===== src/rtl/instr_loader.sv =====
// Byte-stream loader for the 32-entry instruction memory: packs bytes MSB-first
// into 32-bit words and writes them sequentially while holding the CPU.
module instr_loader #(
    parameter int DEPTH  = 32,
    parameter int ADDR_W = 6
) (
    input  logic              clk,
    input  logic              rst_n,
    input  logic              start,
    input  logic              abort,
    input  logic [ADDR_W-1:0] load_len,
    input  logic              byte_valid,
    input  logic [7:0]        byte_data,
    output logic              byte_ready,
    output logic              mem_we,
    output logic [ADDR_W-1:0] mem_addr,
    output logic [31:0]       mem_wdata,
    output logic              cpu_hold,
    output logic              done,
    output logic [ADDR_W-1:0] word_count,
    output logic              overflow
);

    typedef enum logic [1:0] {IDLE, LOAD, WRITE, DONE} state_t;

    state_t            state, next_state;
    logic [1:0]        byte_cnt;
    logic [ADDR_W-1:0] len_q;
    logic [ADDR_W-1:0] len_clamped;
    logic              start_ok;
    logic              accept;
    logic              last_word;
    logic              byte_ready_d, mem_we_d, cpu_hold_d, done_d, overflow_d;

    assign len_clamped = (load_len > ADDR_W'(DEPTH)) ? ADDR_W'(DEPTH) : load_len;
    assign start_ok    = start && !abort && (state == IDLE || state == DONE);
    assign accept      = (state == LOAD) && byte_valid && byte_ready;
    assign last_word   = (word_count + ADDR_W'(1)) == len_q;

    always_ff @(posedge clk or negedge rst_n) begin
        if (!rst_n) begin
            state      <= IDLE;
            byte_ready <= 1'b0;
            mem_we     <= 1'b0;
            cpu_hold   <= 1'b0;
            done       <= 1'b0;
            overflow   <= 1'b0;
        end else begin
            state      <= next_state;
            byte_ready <= byte_ready_d;
            mem_we     <= mem_we_d;
            cpu_hold   <= cpu_hold_d;
            done       <= done_d;
            overflow   <= overflow_d;
        end
    end

    always_comb begin
        next_state = state;
        if (abort) begin
            next_state = IDLE;
        end else begin
            case (state)
                IDLE, DONE: if (start) next_state = (len_clamped == '0) ? DONE : LOAD;
                LOAD:       if (accept && byte_cnt == 2'd3) next_state = WRITE;
                WRITE:      next_state = last_word ? DONE : LOAD;
                default:    next_state = IDLE;
            endcase
        end
    end

    // Outputs are registered, so they are derived from the state we are entering.
    always_comb begin
        byte_ready_d = (next_state == LOAD);
        mem_we_d     = (next_state == WRITE);
        cpu_hold_d   = (next_state == LOAD) || (next_state == WRITE);
        done_d       = (next_state == DONE);
        overflow_d   = overflow;
        if (abort || start_ok) begin
            overflow_d = 1'b0;
        end else if (state == DONE && byte_valid) begin
            overflow_d = 1'b1;
        end
    end

    // An abort drops the partial word but keeps address and count of written words.
    always_ff @(posedge clk or negedge rst_n) begin
        if (!rst_n) begin
            byte_cnt   <= '0;
            len_q      <= '0;
            mem_addr   <= '0;
            mem_wdata  <= '0;
            word_count <= '0;
        end else if (abort) begin
            byte_cnt <= '0;
        end else if (start_ok) begin
            len_q      <= len_clamped;
            mem_addr   <= '0;
            word_count <= '0;
            byte_cnt   <= '0;
        end else if (accept) begin
            mem_wdata <= {mem_wdata[23:0], byte_data};
            byte_cnt  <= byte_cnt + 2'd1;
        end else if (state == WRITE) begin
            mem_addr   <= mem_addr + ADDR_W'(1);
            word_count <= word_count + ADDR_W'(1);
            byte_cnt   <= '0;
        end
    end

endmodule


===== config.mk =====
export PLATFORM = sky130hd
export DESIGN_NAME = instr_loader
export DESIGN_NICKNAME = d
export VERILOG_FILES = /design/src/rtl/instr_loader.sv
export SDC_FILE = /design/constraint.sdc
export NUM_CORES = 1
export LEC_CHECK = 0
export ABC_AREA = 0
export CORE_AREA = 3 3 84 86
export DETAILED_ROUTE_END_ITERATION = 8
export DIE_AREA = 0 0 87 89
export PLACE_DENSITY = 0.71
export SYNTH_ARGS = -nofsm -noshare
export SYNTH_HDL_FRONTEND = slang
export SYNTH_SLANG_ARGS = --single-unit

===== constraint.sdc =====
create_clock -name clk -period 2.45 [get_ports clk]
set_clock_uncertainty 0.15 [all_clocks]
set_input_delay 0.49 -clock clk [delete_from_list [all_inputs] [get_ports clk]]
set_output_delay 0.49 -clock clk [all_outputs]
set_load 0.01 [all_outputs]

==> Flow_metrics.wiki <==
{| class="wikitable"
! Metric !! Value
|-
| Endpoint of the worst register-to-register path || mem_wdata[22]
|-
| Final antenna-violating net count || 0
|-
| Post-DP HPWL || 4018 µm
|-
| Leading post-synthesis cells by cell area || dfrtp_1 53%, mux2_4 16%, ha_1 4.0%, xnor2_1 3.8%, nand2_1 3.1%
|-
| Maximum cell stage delay along the critical path || 0.43 ns
|-
| Buffers & Inverters on Critical Path || 2
|-
| Proportion of netlist area held by the largest area contributor || 0.5291
|-
| Final number of hold-violating endpoints || 0
|-
| Clock buffers created by TritonCTS || 9
|-
| Hold buffer count at cts || 0
|-
| Synth cell types || 35
|-
| Final number of max-transition violations || 0
|-
| Final routed DRC violation total || 0
|-
| Flip-flop and latch count after synthesis || 59
|-
| Clock tree from TritonCTS || done
|-
| Setup-violating endpoint count in the final report || 0
|-
| Drt initial violations || 75
|-
| Reg clk slew, reported paths || 0.07 ns
|-
| Final worst path period need || 2.202 ns
|-
| Final Instance Count excl. Fillers || 375
|-
| Fraction of power spent switching nets || 0.2903
|-
| Met1 GRT Util || 0.2152
|-
| Number of buffers inserted by post-CTS setup repair || 0
|-
| Syn nets || 244
|-
| Capturing instance or port of the critical path || cpu_hold
|-
| Family with the most delay on the worst path || simple AND/OR/NAND/NOR gates
|-
| Cell breakdown of the critical path || clkdlybuf4s50_1, nor4_1, a211oi_1, nor4_1, a31o_1, ha_1, inv_1
|-
| Layout Area Growth over Synthesis || 36.14%
|-
| Die H || 89 µm
|-
| Gate count after technology mapping || 216
|-
| Yosys warning count || 0
|-
| Placer congestion estimate || 0.7799
|-
| Number of inserted diodes || 0
|-
| Post-synth ARST share || 1.000
|-
| Critical Path Source Type || input pin
|-
| Clock H-tree levels || 3
|-
| Top cell type by total area after synthesis || dfrtp_1
|-
| Maximum fanout along the worst path || 3
|-
| Starting utilization of the core area || 0.4394
|-
| Full die area || 0.007743 mm²
|-
| Clock Sinks || a little under 60
|-
| Clk Tree Root Cell || clkbuf_8
|-
| Worst-path cell with the longest stage delay || clkdlybuf4s50_1
|-
| Sum of negative setup slack || 0 ns
|-
| Total Routed Length || roughly 5600 µm
|-
| Clock Latency Late Sink || roughly 0.32 ns
|-
| First-pass GRT wire length || just over 9000 µm
|-
| Wire length per cell || 15.01 µm
|-
| Part of the power in combinational logic || 0.302
|-
| Worst Setup Slack, final || 0.2478 ns
|-
| CP arrival || ~2.3 ns
|-
| Final hold slack || 0.001216 ns
|-
| Sequential share of power || 0.401
|-
| Slew at the pin closest to its max-slew limit || 0.3539 ns
|-
| Setup slack at placement || -0.07824 ns
|-
| Final design utilization || 0.5982
|-
| Post-CTS resize count || 0
|-
| List of most frequent post-synthesis cells || 59 x dfrtp_1, 30 x mux2_4, 23 x nand2_1
|-
| Int Pwr || 2.357 mW
|-
| Pwr Total || 3.320 mW
|-
| Fraction of layout instances using a drive strength above 1 || 0.2181
|-
| IR drop worst, VDD || 0.4827 mV
|-
| Total congestion overflow after global routing || 0
|-
| Relative slew slack || 0.7619
|-
| Global-route layer with the greatest usage || met2
|-
| Number of iterations in the first detailed-routing pass || 4
|-
| Maximum number of pins on one net before global-route repair || 60
|-
| Number of flops mapped to enable cells by yosys || 0
|-
| Vias after detailed routing || 1,872
|-
| Most frequent CP cell || nor4_1
|-
| Number of filler instances in the final layout || 525
|-
| Most used standard cell by instance count after synthesis || dfrtp_1
|-
| Ratio of total power to cell area || 874.1 mW/mm²
|-
| Horizontal die dimension || 87 µm
|-
| Source of the worst register-to-register timing path || state[0]
|-
| Inst Count DP || 360
|-
| Number of maximum-capacitance constraint violations || 0
|-
| Worst setup path startpoint || load_len[0]
|-
| Area of the placeable core || 0.006350 mm²
|-
| Sw Pwr || 963.9 µW
|-
| RSZ-0062 raised after global routing || no
|-
| Met3 demand-to-capacity share in global routing || 0.02857
|-
| Num rows || 29
|-
| Clock share of power || 0.297
|-
| Number of gates on the worst path with buffers counted || 7
|-
| Area after detailed placement || 0.003573 mm²
|-
| Via count of the first global-routing pass || 1,929
|-
| HP Class || input pin to asynchronous set/reset pin
|-
| Final instance area || between 0.003 and 0.004 mm²
|-
| Tcrit/Tclk final || 0.8988
|-
| Cell area after synthesis || 0.002790 mm²
|-
| Status || finished, final reports clean
|-
| Maximum root-to-sink buffer count || 2
|-
| Category of the most critical setup path || input pin to register
|-
| Avg Cell Area, Syn || 12.92 µm²
|-
| Leakage power summed over all cells || 1.823 nW
|-
| Endpoint type of the worst setup path || register
|-
| Via-per-instance ratio || 4.992
|-
| Global router's overall resource usage || 0.1531
|-
| Critical Path RT || 2.56 ns
|-
| Slack of the worst reg-to-reg path || 0.26 ns
|-
| Most frequently used flop master after synthesis || dfrtp_1
|-
| Sequential element share of the synthesized area || 0.5291
|-
| Max frequency || 454.1 MHz
|-
| Top-level port count || 68
|-
| GR Util met2 || 0.2291
|-
| Final net count || about 320
|-
| Count of input and output buffers || 67
|-
| Number of antenna violations at the first check in global routing || 0
|-
| Number of cell instances on the worst register-to-register path || 7
|}
[per-layer routing]
metal,vias to the layer above,part of all wire
li1,904,-
met1,917,0.48
met2,43,0.47
met3,8,0.036
met4,0,0.015
met5,-,0
[registers in the layout, summed over array words and instances, names as in the netlist, 2 cells and up]
register    cells
mem_addr        6
state           2
len_q           6
mem_wdata      32
word_count      6
byte_cnt        2
[cells in the final DEF, fill, tap and decap left out, types with 3 or more instances in the layout]
cell	instances
nor2_1	9
nand3b_1	6
inv_1	4
and3_1	3
a21oi_1	8
nand2_1	23
o21ai_0	4
xnor2_1	12
dfrtp_1	59
clkdlybuf4s50_1	66
ha_1	9
xor2_1	3
buf_4	7
mux2_4	30
clkbuf_8	11
nand3_1	8
[layout make-up]
cell class | instances | area (µm²) | share of cell area
Tap cell | 77 | 96.34 | 0.02536
Multi-Input combinational cell | 144 | 1227 | 0.3231
Inverter | 4 | 15.01 | 0.003953
Clock buffer | 11 | 151.4 | 0.03986
Clock inverter | 4 | 73.82 | 0.01943
Timing Repair Buffer | 76 | 758.2 | 0.1996
Sequential cell | 59 | 1476 | 0.3887
[power groups by stage]
stage | Clock, mW | Sequential, mW | Combinational, mW
2_1_floorplan | 0 | 1.38 | 0.511
3_3_place_gp | 0 | 1.34 | 0.997
3_5_place_dp | 0 | 1.35 | 1.01
4_1_cts | 1.02 | 1.33 | 1.01
5_1_grt | 1.06 | 1.36 | 1.11
6_report | 0.985 | 1.33 | 1.00
[logic make-up after synthesis]
kind of cell    count (synthesis)  synth area share
simple gates                   65            0.1291
flops                          59            0.5291
mux                            34            0.1767
compound gates                 21           0.04664
xor+xnor                       15           0.04709
buf+inv                        13           0.03094
fa+ha+maj                       9           0.04036
[worst min-delay path by stage]
| stage | to | start |
|---|---|---|
| finish | word_count[3] | rst_n |
| detailed placement | len_q[4] | len_q[4] |
| global placement | len_q[1] | len_q[1] |
| floorplan | byte_cnt[0] | rst_n |
| CTS | word_count[3] | rst_n |
| global route | word_count[0] | rst_n |
No activity file was read; power rests on OpenSTA's default activity.
